File: config.mk
export PLATFORM = sky130hd
export DESIGN_NAME = fsm16bit_ctrl
export DESIGN_NICKNAME = d
export VERILOG_FILES = /design/src/rtl/fsm16bit_ctrl.sv
export SDC_FILE = /design/constraint.sdc
export NUM_CORES = 1
export LEC_CHECK = 0
export CAP_MARGIN = 25
export CORE_ASPECT_RATIO = 0.8
export CORE_MARGIN = 4
export CORE_UTILIZATION = 57
export CTS_BUF_LIST = sky130_fd_sc_hd__clkbuf_8
export DETAILED_ROUTE_END_ITERATION = 10
export PLACE_DENSITY = 0.81
export SYNTH_ARGS = -nofsm -noshare
export SYNTH_HDL_FRONTEND = slang
export SYNTH_SLANG_ARGS = --single-unit
File: constraint.sdc
create_clock -name clock -period 4.75 [get_ports clock]
set_input_delay 1.425 -clock clock [delete_from_list [all_inputs] [get_ports clock]]
set_output_delay 1.425 -clock clock [all_outputs]
set_load 0.01 [all_outputs]
File: src/rtl/fsm16bit_ctrl.sv
// fsm16bit_ctrl: press-driven 16-bit register (add/sub/rotate/load).
// Ports: clock, reset (sync, active-low), enable, check, mode,
//   direction, value[3:0] in; count[WIDTH-1:0] out (registered).
module fsm16bit_ctrl #(
  parameter int unsigned WIDTH = 16,
  parameter logic [WIDTH-1:0] CHECK_VALUE = WIDTH'(16'h0F20)
) (
  input  logic             clock,
  input  logic             reset,
  input  logic             enable,
  input  logic             check,
  input  logic             mode,
  input  logic             direction,
  input  logic [3:0]       value,
  output logic [WIDTH-1:0] count
);

  typedef enum logic {
    IDLE,
    HOLD
  } state_t;

  state_t           state;
  state_t           state_nxt;
  logic [WIDTH-1:0] count_nxt;
  logic [WIDTH-1:0] op_res;
  logic             armed;
  logic             armed_nxt;

  // armed blocks a press that is already held across reset release;
  // it becomes set once enable has been seen low.
  always_ff @(posedge clock) begin
    if (!reset) begin
      state <= IDLE;
      count <= '0;
      armed <= ~enable;
    end else begin
      state <= state_nxt;
      count <= count_nxt;
      armed <= armed_nxt;
    end
  end

  always_comb begin
    op_res = count;
    unique case (1'b1)
      !check:
        op_res = CHECK_VALUE;
      check && mode && direction:
        op_res = count + WIDTH'(value);
      check && mode && !direction:
        op_res = count - WIDTH'(value);
      check && !mode && direction:
        op_res = {count[WIDTH-2:0], count[WIDTH-1]};
      check && !mode && !direction:
        op_res = {count[0], count[WIDTH-1:1]};
      default:
        op_res = count;
    endcase
  end

  always_comb begin
    state_nxt = state;
    count_nxt = count;
    armed_nxt = armed | ~enable;
    unique case (state)
      IDLE: begin
        if (enable && armed) begin
          count_nxt = op_res;
          state_nxt = HOLD;
        end
      end
      HOLD: begin
        if (!enable) state_nxt = IDLE;
      end
      default: state_nxt = IDLE;
    endcase
  end

endmodule

==> impl.org, run 1 <==
** Layout
- Core occupancy in the finished layout :: 71.3%
- 0 antenna diodes ended up in the layout.
- Final net count :: 300
- Layout cell share with drive strength beyond 1 :: 5.19%
- The finished cells cover approximately 2300 sq um.
- Compared with the post-synthesis result, the final layout area differs by 17.1%.
- Leaving out fill and tap cells, the most frequent cells in the layout are sky130_fd_sc_hd__nand2_1, sky130_fd_sc_hd__clkdlybuf4s50_1, sky130_fd_sc_hd__o21ai_0.

** Floorplan
- Die footprint :: 4390 sq um
- Number of top-level design ports :: 26
- In this run the horizontal extent of the chip is about 73 um.
- Placement Rows :: 18
- The region available for standard cell placement spans roughly 3200 sq um.
- Die height :: 60.1 um
- The initial utilization of the core area, before any placement, comes to between 60% and 70%.

** Synthesis
- Post-synthesis async set-or-reset flop share :: 0%
- Yosys mapped a number of flops with a built-in enable equal to 0.
- Post-Syn Instances :: approximately 250
- Flop and latch count out of synthesis :: 18
- The most used flip-flop cell after synthesis is sky130_fd_sc_hd__dfxtp_1.
- The number of nets handed over by synthesis was about 280.
- Yosys warns :: 0
- A synthesized cell averages 7.76 sq um.
- Sequential share of the synthesized area :: 18.6%
- Summing every instance area after synthesis gives about 1900 sq um.
- Synthesis instantiated 48 different standard cells from the library.

** Clocking
- CTS built an H-tree with a depth of 1.
- Counting along the longest clock path gives a buffer depth of 2.
- The later pin in the worst-skew pair is clocked with a latency of between 0.2 and 0.3 ns.
- Buffers inserted to repair hold after CTS numbered 0.
- Number of buffers created by CTS :: 3
- CTS Root Buffer Type :: sky130_fd_sc_hd__clkbuf_8
- TritonCTS Sinks :: 18
- After clock tree synthesis, the clock-pin slew on the worst setup and hold paths is 0.07 ns.
- Post-cts resize count :: 0
- TritonCTS built the clock tree.
- Buffers inserted by post-CTS timing repair :: 0

** Min path
- The worst hold path terminates at armed.
- Along the worst hold path, the cell count comes to 2.
- Hold Path Class :: flop to flop
- Startpoint of the most critical hold path :: armed

** STA
- After layout, the worst path uses 88.0% of the clock period.
- Setup repair after global routing left no endpoint under its margin.
- Skew final :: 0.00821 ns
- The final number of hold-violating endpoints was 0.
- Setup TNS :: 0 ns
- Post-route worst hold slack :: between 0.5 and 0.6 ns
- Measured against its own limit, the worst slew margin works out to approximately 45%.
- Final max-slew violation count :: 0
- Setup violations remaining at the end of the flow were counted as 0.
- F_max :: between 0.2 and 0.25 GHz
- Transition at the pin with the smallest max-transition slack :: about 0.82 ns
- Fin crit period :: roughly 4.2 ns

** Worst setup path
- Number of buffer and inverter stages on the critical path :: 1
- In this design, the critical path's most frequently occurring cell is sky130_fd_sc_hd__a21oi_1.
- Capturing element type of the critical path :: flop
- Setup slack of the most critical reg-to-reg path :: between 2 and 2.5 ns
- Slowest cell delay on critical path :: 0.74 ns
- Walking the worst path, the cells encountered are clkdlybuf4s50_1, and3b_1, a21o_1, ha_1, o211ai_1, a21oi_1, o311ai_0, a21oi_1, o31ai_1.
- Of all nets on the critical path, the largest fanout is 6.
- Crit path max-delay cell type :: sky130_fd_sc_hd__o311ai_0
- Endpoint of the worst register-to-register path :: count[12]
- Startpoint-to-endpoint class of the critical path :: primary input to flop
- Data required time of the worst path :: 4.91 ns
- Gate family responsible for the most delay along the worst path :: compound AO/OA/AOI/OAI gates
- In this run the critical register-to-register path is launched from count[0].
- Worst reg2reg path depth :: 9
- STA puts the critical path data arrival time at 4.34 ns.
- The worst setup path is launched from a primary input.

** Place
- Final weighted congestion of routability-driven global placement :: between 0.8 and 0.9
- After legalization and detailed placement, the total HPWL measured approximately 4 mm.
- Instance area after placement :: roughly 2200 sq um
- Buffers placed on the I/O ports in this run total 25.

** Global routing
- Global routing used 26.3% of the available tracks.
- GR Overflow Total :: 0
- Vias in the first global route :: 1905
- Entering global routing, the biggest net connects 25 pins.
- Wire length of the first global-routing pass :: 9.02 mm
- The number of antenna violations at the first check in global routing is 0.

** Outcome
- Run status :: finished clean

** Drt
- Dividing the detail-routed wire length by the instance count gives approximately 17 um.
- Using the TritonRoute via totals, the vias-per-cell ratio works out to around 6.4.
- ANT nets after route :: 0
- For this run, the detailed router's first-pass iteration total came to 4.
- The detailed router finished its first iteration with ~110 violations.
- DRC Markers :: 0
- Via count :: 1969
- Summed over all layers, the routed wires come to about 5.4 mm.

** Power
- Cell area power density :: between 200 and 250 nW/um^2
- IR analysis of the VDD net gives a maximum drop of between 150 and 200 uV.
- The design draws approximately 0.47 mW.
- Static power due to leakage :: ~1.0 nW

** Run
- The tool flagged a number of max-cap violations equal to 0.
## area by class of cell
type,instances,area [sq um]
Clock buffer,4,55.1
Fill cell,276,912
Inverter,7,26.3
Multi-Input combinational cell,210,1480
Sequential cell,18,360
Tap cell,40,50.0
Timing Repair Buffer,31,295
## registers in the layout (all words and copies together) (netlist names)
register	flops
state	1
armed	1
count	16
## Yosys cell counts, types with 4 or more instances
cell type | instances | area share, %
sky130_fd_sc_hd__nand2_1 | 25 | 4.9
sky130_fd_sc_hd__o21ai_0 | 20 | 5.2
sky130_fd_sc_hd__mux2i_1 | 19 | 9.8
sky130_fd_sc_hd__dfxtp_1 | 18 | 19
sky130_fd_sc_hd__ha_1 | 18 | 12
sky130_fd_sc_hd__a21oi_1 | 17 | 4.4
sky130_fd_sc_hd__nor2_1 | 11 | 2.1
sky130_fd_sc_hd__clkbuf_1 | 10 | 1.9
sky130_fd_sc_hd__nand3_1 | 9 | 2.3
sky130_fd_sc_hd__o31ai_1 | 8 | 3.1
sky130_fd_sc_hd__inv_1 | 7 | 1.4
sky130_fd_sc_hd__nor2b_1 | 7 | 2.3
sky130_fd_sc_hd__a21o_1 | 6 | 2.3
sky130_fd_sc_hd__nor3_1 | 6 | 1.6
sky130_fd_sc_hd__o211ai_1 | 5 | 1.9
sky130_fd_sc_hd__o21a_1 | 5 | 1.9
sky130_fd_sc_hd__a31oi_1 | 4 | 1.3
sky130_fd_sc_hd__nand2b_1 | 4 | 1.3
sky130_fd_sc_hd__xor2_1 | 4 | 1.8
## logic make-up after synthesis
| kind of cell | after synthesis | synth area share, % |
|---|---|---|
| xor+xnor | 6 | 3.11 |
| fa+ha+maj | 19 | 12.7 |
| compound gates | 82 | 27.9 |
| flops | 18 | 18.6 |
| buf+inv | 21 | 4.98 |
| mux | 20 | 10.4 |
| simple gates | 83 | 22.3 |
## power by group
| part | leakage (nW) | internal, mW | total [mW] | switching [mW] |
|---|---|---|---|---|
| registers | 0.147 | 0.159 | 0.172 | 0.0125 |
| logic | 0.842 | 0.0709 | 0.160 | 0.0895 |
| clock network | 0.0288 | 0.0739 | 0.133 | 0.0593 |
| total | 1.02 | 0.304 | 0.465 | 0.161 |
## worst max-delay path by stage
stage	startpoint	depth (start not counted)	to	slack, ns
after floorplan	check	11	count[12]	0.98
after global placement	check	9	count[12]	0.40
after detailed placement	check	10	count[9]	0.38
after CTS	check	10	count[9]	0.63
after global routing	value[0]	10	count[9]	0.33
final	check	9	count[9]	0.57
## through the flow
stage                     worst slack [ns]  cells
after floorplan                      0.982    249
after global placement               0.403    306
after detailed placement             0.379    306
after CTS                            0.633    310
after global routing                 0.333    310
final                                0.570    310
## per-layer routing
| metal | up-vias | track usage (%) | wire length (um) |
|---|---|---|---|
| li1 | 976 | - | - |
| met1 | 917 | 37.0 | 2620 |
| met2 | 70 | 40.9 | 2320 |
| met3 | 6 | 5.71 | 406 |
| met4 | 0 | 5.53 | 32 |
| met5 | - | 0 | 0 |
## worst reg2reg max path, stage by stage, from the launching register on
cell and delay, ns:
sky130_fd_sc_hd__dfxtp_1 0.36, sky130_fd_sc_hd__inv_1 0.07, sky130_fd_sc_hd__ha_1 0.18, sky130_fd_sc_hd__inv_1 0.06, sky130_fd_sc_hd__fa_1 0.39, sky130_fd_sc_hd__a21oi_1 0.22, sky130_fd_sc_hd__o211ai_1 0.24, sky130_fd_sc_hd__nor3b_1 0.25
sky130_fd_sc_hd__or4_1 0.41, sky130_fd_sc_hd__a32o_1 0.27
Note: power is estimated with default switching activity, not from simulation.
==> inputs of run 2 (changes only) <==
--- a/config.mk
+++ b/config.mk
@@ -8,10 +8,11 @@
 export CAP_MARGIN = 25
 export CORE_ASPECT_RATIO = 0.8
 export CORE_MARGIN = 4
-export CORE_UTILIZATION = 57
+export CORE_UTILIZATION = 55
 export CTS_BUF_LIST = sky130_fd_sc_hd__clkbuf_8
 export DETAILED_ROUTE_END_ITERATION = 10
-export PLACE_DENSITY = 0.81
+export PLACE_DENSITY = 0.79
+export SKIP_LAST_GASP = 1
 export SYNTH_ARGS = -nofsm -noshare
 export SYNTH_HDL_FRONTEND = slang
 export SYNTH_SLANG_ARGS = --single-unit
==> run 2 against run 1 <==
  * Clock skew down 0.0017 ns
  * Setup slack better by 0.044 ns
  * Non-clock buffer count unchanged
  * Clock-buffer cell count unchanged
  * Utilization down 1.0 points
  * Sequential cell count unchanged
  * Die area up 3.2%
==> impl.org, run 2 (same netlist as run 1, synthesis figures left out) <==
** Drt
- In the final routed layout, each cell accounts on average for roughly 17 um.
- For this block, the via count after detailed routing is roughly 2000.
- For this run, the detailed router's first-pass iteration total came to 6.
- DRC Markers :: 0
- Once detail routing completed, the nets flagged for antenna violations numbered 0.
- Detailed-route wire length :: about 5.2 mm
- For this block, the initial DRC count from the detailed router was around 120.
- Vias per Instance :: approximately 6.3

** Floorplan
- Die height :: between 60 and 70 um
- Floorplan Core Area :: 3220 sq um
- Initial standard-cell utilization of the core :: 60.0%
- Die Span X :: ~74 um
- For this design the top-level I/O count stands at 26.
- Row generation in the floorplan step produced 18 rows.
- The floorplan step defined a die boundary enclosing around 4500 sq um.

** Global routing
- Most Used Layer, Global Route :: met2
- The first global-routing pass estimated 8.68 mm of wire.
- GR Overflow Total :: 0
- Global routing met2 resource utilization :: approximately 39%
- For met1 alone, demand over resource in global routing was 37.0%.
- Pin count of the biggest net entering global routing :: 25
- The via count of the first global-routing pass was between 1500 and 2000.
- Antenna violations before repair :: 0
- Met3 global-route usage :: 4.24%
- In the global route stage, overall resource usage came out at roughly 25%.

** STA
- Final critical-path share of the clock period :: a little under 90%
- On the final layout, the worst clock skew is between 0.006 and 0.007 ns.
- Setup violations remaining at the end of the flow were counted as 0.
- The max-slew violation count is 0.
- The worst path in the final design needs a cycle of a little over 4 ns, including I/O delays and setup.
- Headroom to the max-slew limit came out at between 40% and 50%.
- Transition at the pin with the smallest max-transition slack :: 0.805 ns
- Hold timing on the final database bottoms out at a slack of about 0.48 ns.
- Setup repair after global routing missed its margin :: false
- Derived from the worst setup path, the maximum achievable clock frequency is around 0.24 GHz.
- Number of hold violations in the final report :: 0
- Setup TNS :: 0 ns

** Power
- Internal power contribution :: 0.303 mW
- Net Sw Power :: between 0.15 and 0.2 mW
- For this design the ratio of total power to cell area is around 200 nW/um^2.
- Maximum vdd drop :: around 170 uV
- Static power due to leakage :: ~1.0 nW
- Of the total power, the share spent switching nets is 34.5%.
- Per report_power, the combinational group accounts for about a third of the total.
- Seq pwr share :: 37.0%
- Portion of total power attributed to the clock network :: around 29%

** Worst setup path
- The worst setup path is of the primary input to flop kind.
- The worst register-to-register path has a depth of 9.
- The worst setup path is launched from a primary input.
- Setup slack of the most critical reg-to-reg path :: approximately 2.3 ns
- Data required time of the worst path :: about 4.9 ns
- The worst setup path is captured at a flop.
- Critical Path AT :: approximately 4.3 ns
- Crit-path max FO :: 5

** Clocking
- TritonCTS built the clock tree.
- Post-CTS timing repair inserted 0 buffers for setup.
- For the worst-skew pair, the clock arrives at the later sink with an insertion delay of 0.26 ns.
- Maximum number of buffers from clock root to sink :: 2
- After clock tree synthesis, the flow added hold-fix buffers numbering 0.
- Post-cts resize count :: 0
- After clock tree synthesis, the clock-pin slew on the worst setup and hold paths is 0.07 ns.
- The tree built by TritonCTS fans out to 18 sinks.
- CTS Root Buffer Type :: sky130_fd_sc_hd__clkbuf_8
- CTS built an H-tree with a depth of 1.
- Clock tree synthesis inserted a total of 3 buffers.

** Min path
- The path class of the tightest hold or removal check is flop to flop.
- Counting instances, the worst hold path has a depth of 2.

** Layout
- More flip-flops sit in one register than any other, and that register is count.
- Final net count :: 300
- Diodes inserted :: 0
- Post-synthesis to final-layout area growth :: 17.1%
- Layout cell share with drive strength beyond 1 :: under 10%
- Most frequent cells in the layout :: sky130_fd_sc_hd__nand2_1, sky130_fd_sc_hd__clkdlybuf4s50_1, sky130_fd_sc_hd__o21ai_0
- The register with the most flip-flops in the layout has 16 of them.
- Count of fill cells added during filler insertion :: approximately 260
- Largest registers :: count x16, armed x1, state x1
- Sequential cell area :: between 300 and 400 sq um
- In the final layout, the multi-input gates occupy ~1500 sq um.

** Run
- Max-cap violations in this run came to 0.

** Outcome
- The run finished with clean final reports.

** Place
- Buffers placed on the I/O ports in this run total 25.
- Detailed placement ended at an HPWL of roughly 4 mm.
- The congestion estimate from routability-driven global placement came to 0.946.
[run 2: layer usage]
| layer | wire length (um) | part of all wire, % |
|---|---|---|
| met2 | 2170 | 42 |
| met1 | 2630 | 50 |
| met4 | 46 | 0.88 |
| met3 | 370 | 7.1 |
| met5 | 0 | 0 |
[run 2: per-stage QoR]
stage,total power [mW],std cells,util [%],instance area [sq um],setup slack (ns)
after global placement,0.330,306,68.6,2210,0.370
after CTS,0.465,310,70.3,2260,0.621
after floorplan,0.279,249,-,1930,0.982
after detailed placement,0.330,306,68.6,2210,0.347
final,0.463,310,70.3,2260,0.613
after global routing,0.493,310,70.3,2260,0.405
[run 2: power by group through the flow]
stage / Sequential, mW / Combinational (mW) / Clock, mW
after global placement: 0.175 / 0.155 / 0
after detailed placement: 0.174 / 0.156 / 0
final: 0.171 / 0.159 / 0.133
after CTS: 0.171 / 0.157 / 0.137
after floorplan: 0.174 / 0.105 / 0
after global routing: 0.173 / 0.175 / 0.145
[run 2: path summary, 6_finish.rpt]
check / to / start
worst max-delay path: count[9] / value[0]
worst min-delay path: armed / armed
worst max register to register: count[12] / count[0]
worst min register to register: armed / armed
[run 2: layout make-up]
class | instances | share of cell area [%]
clock buffers | 4 | 2.43
repair buffers | 31 | 13.0
inverters | 7 | 1.16
multi-input cells | 210 | 65.2
well taps | 40 | 2.21
flip-flops and latches | 18 | 15.9
[run 2: critical path, cell delays in order]
cell,delay (ns)
sky130_fd_sc_hd__clkdlybuf4s50_1,0.44
sky130_fd_sc_hd__nor3_1,0.33
sky130_fd_sc_hd__ha_1,0.30
sky130_fd_sc_hd__mux2i_1,0.17
sky130_fd_sc_hd__ha_1,0.30
sky130_fd_sc_hd__o211ai_1,0.09
sky130_fd_sc_hd__a21oi_1,0.12
sky130_fd_sc_hd__o311ai_0,0.75
sky130_fd_sc_hd__and3_1,0.28
sky130_fd_sc_hd__o31ai_1,0.07
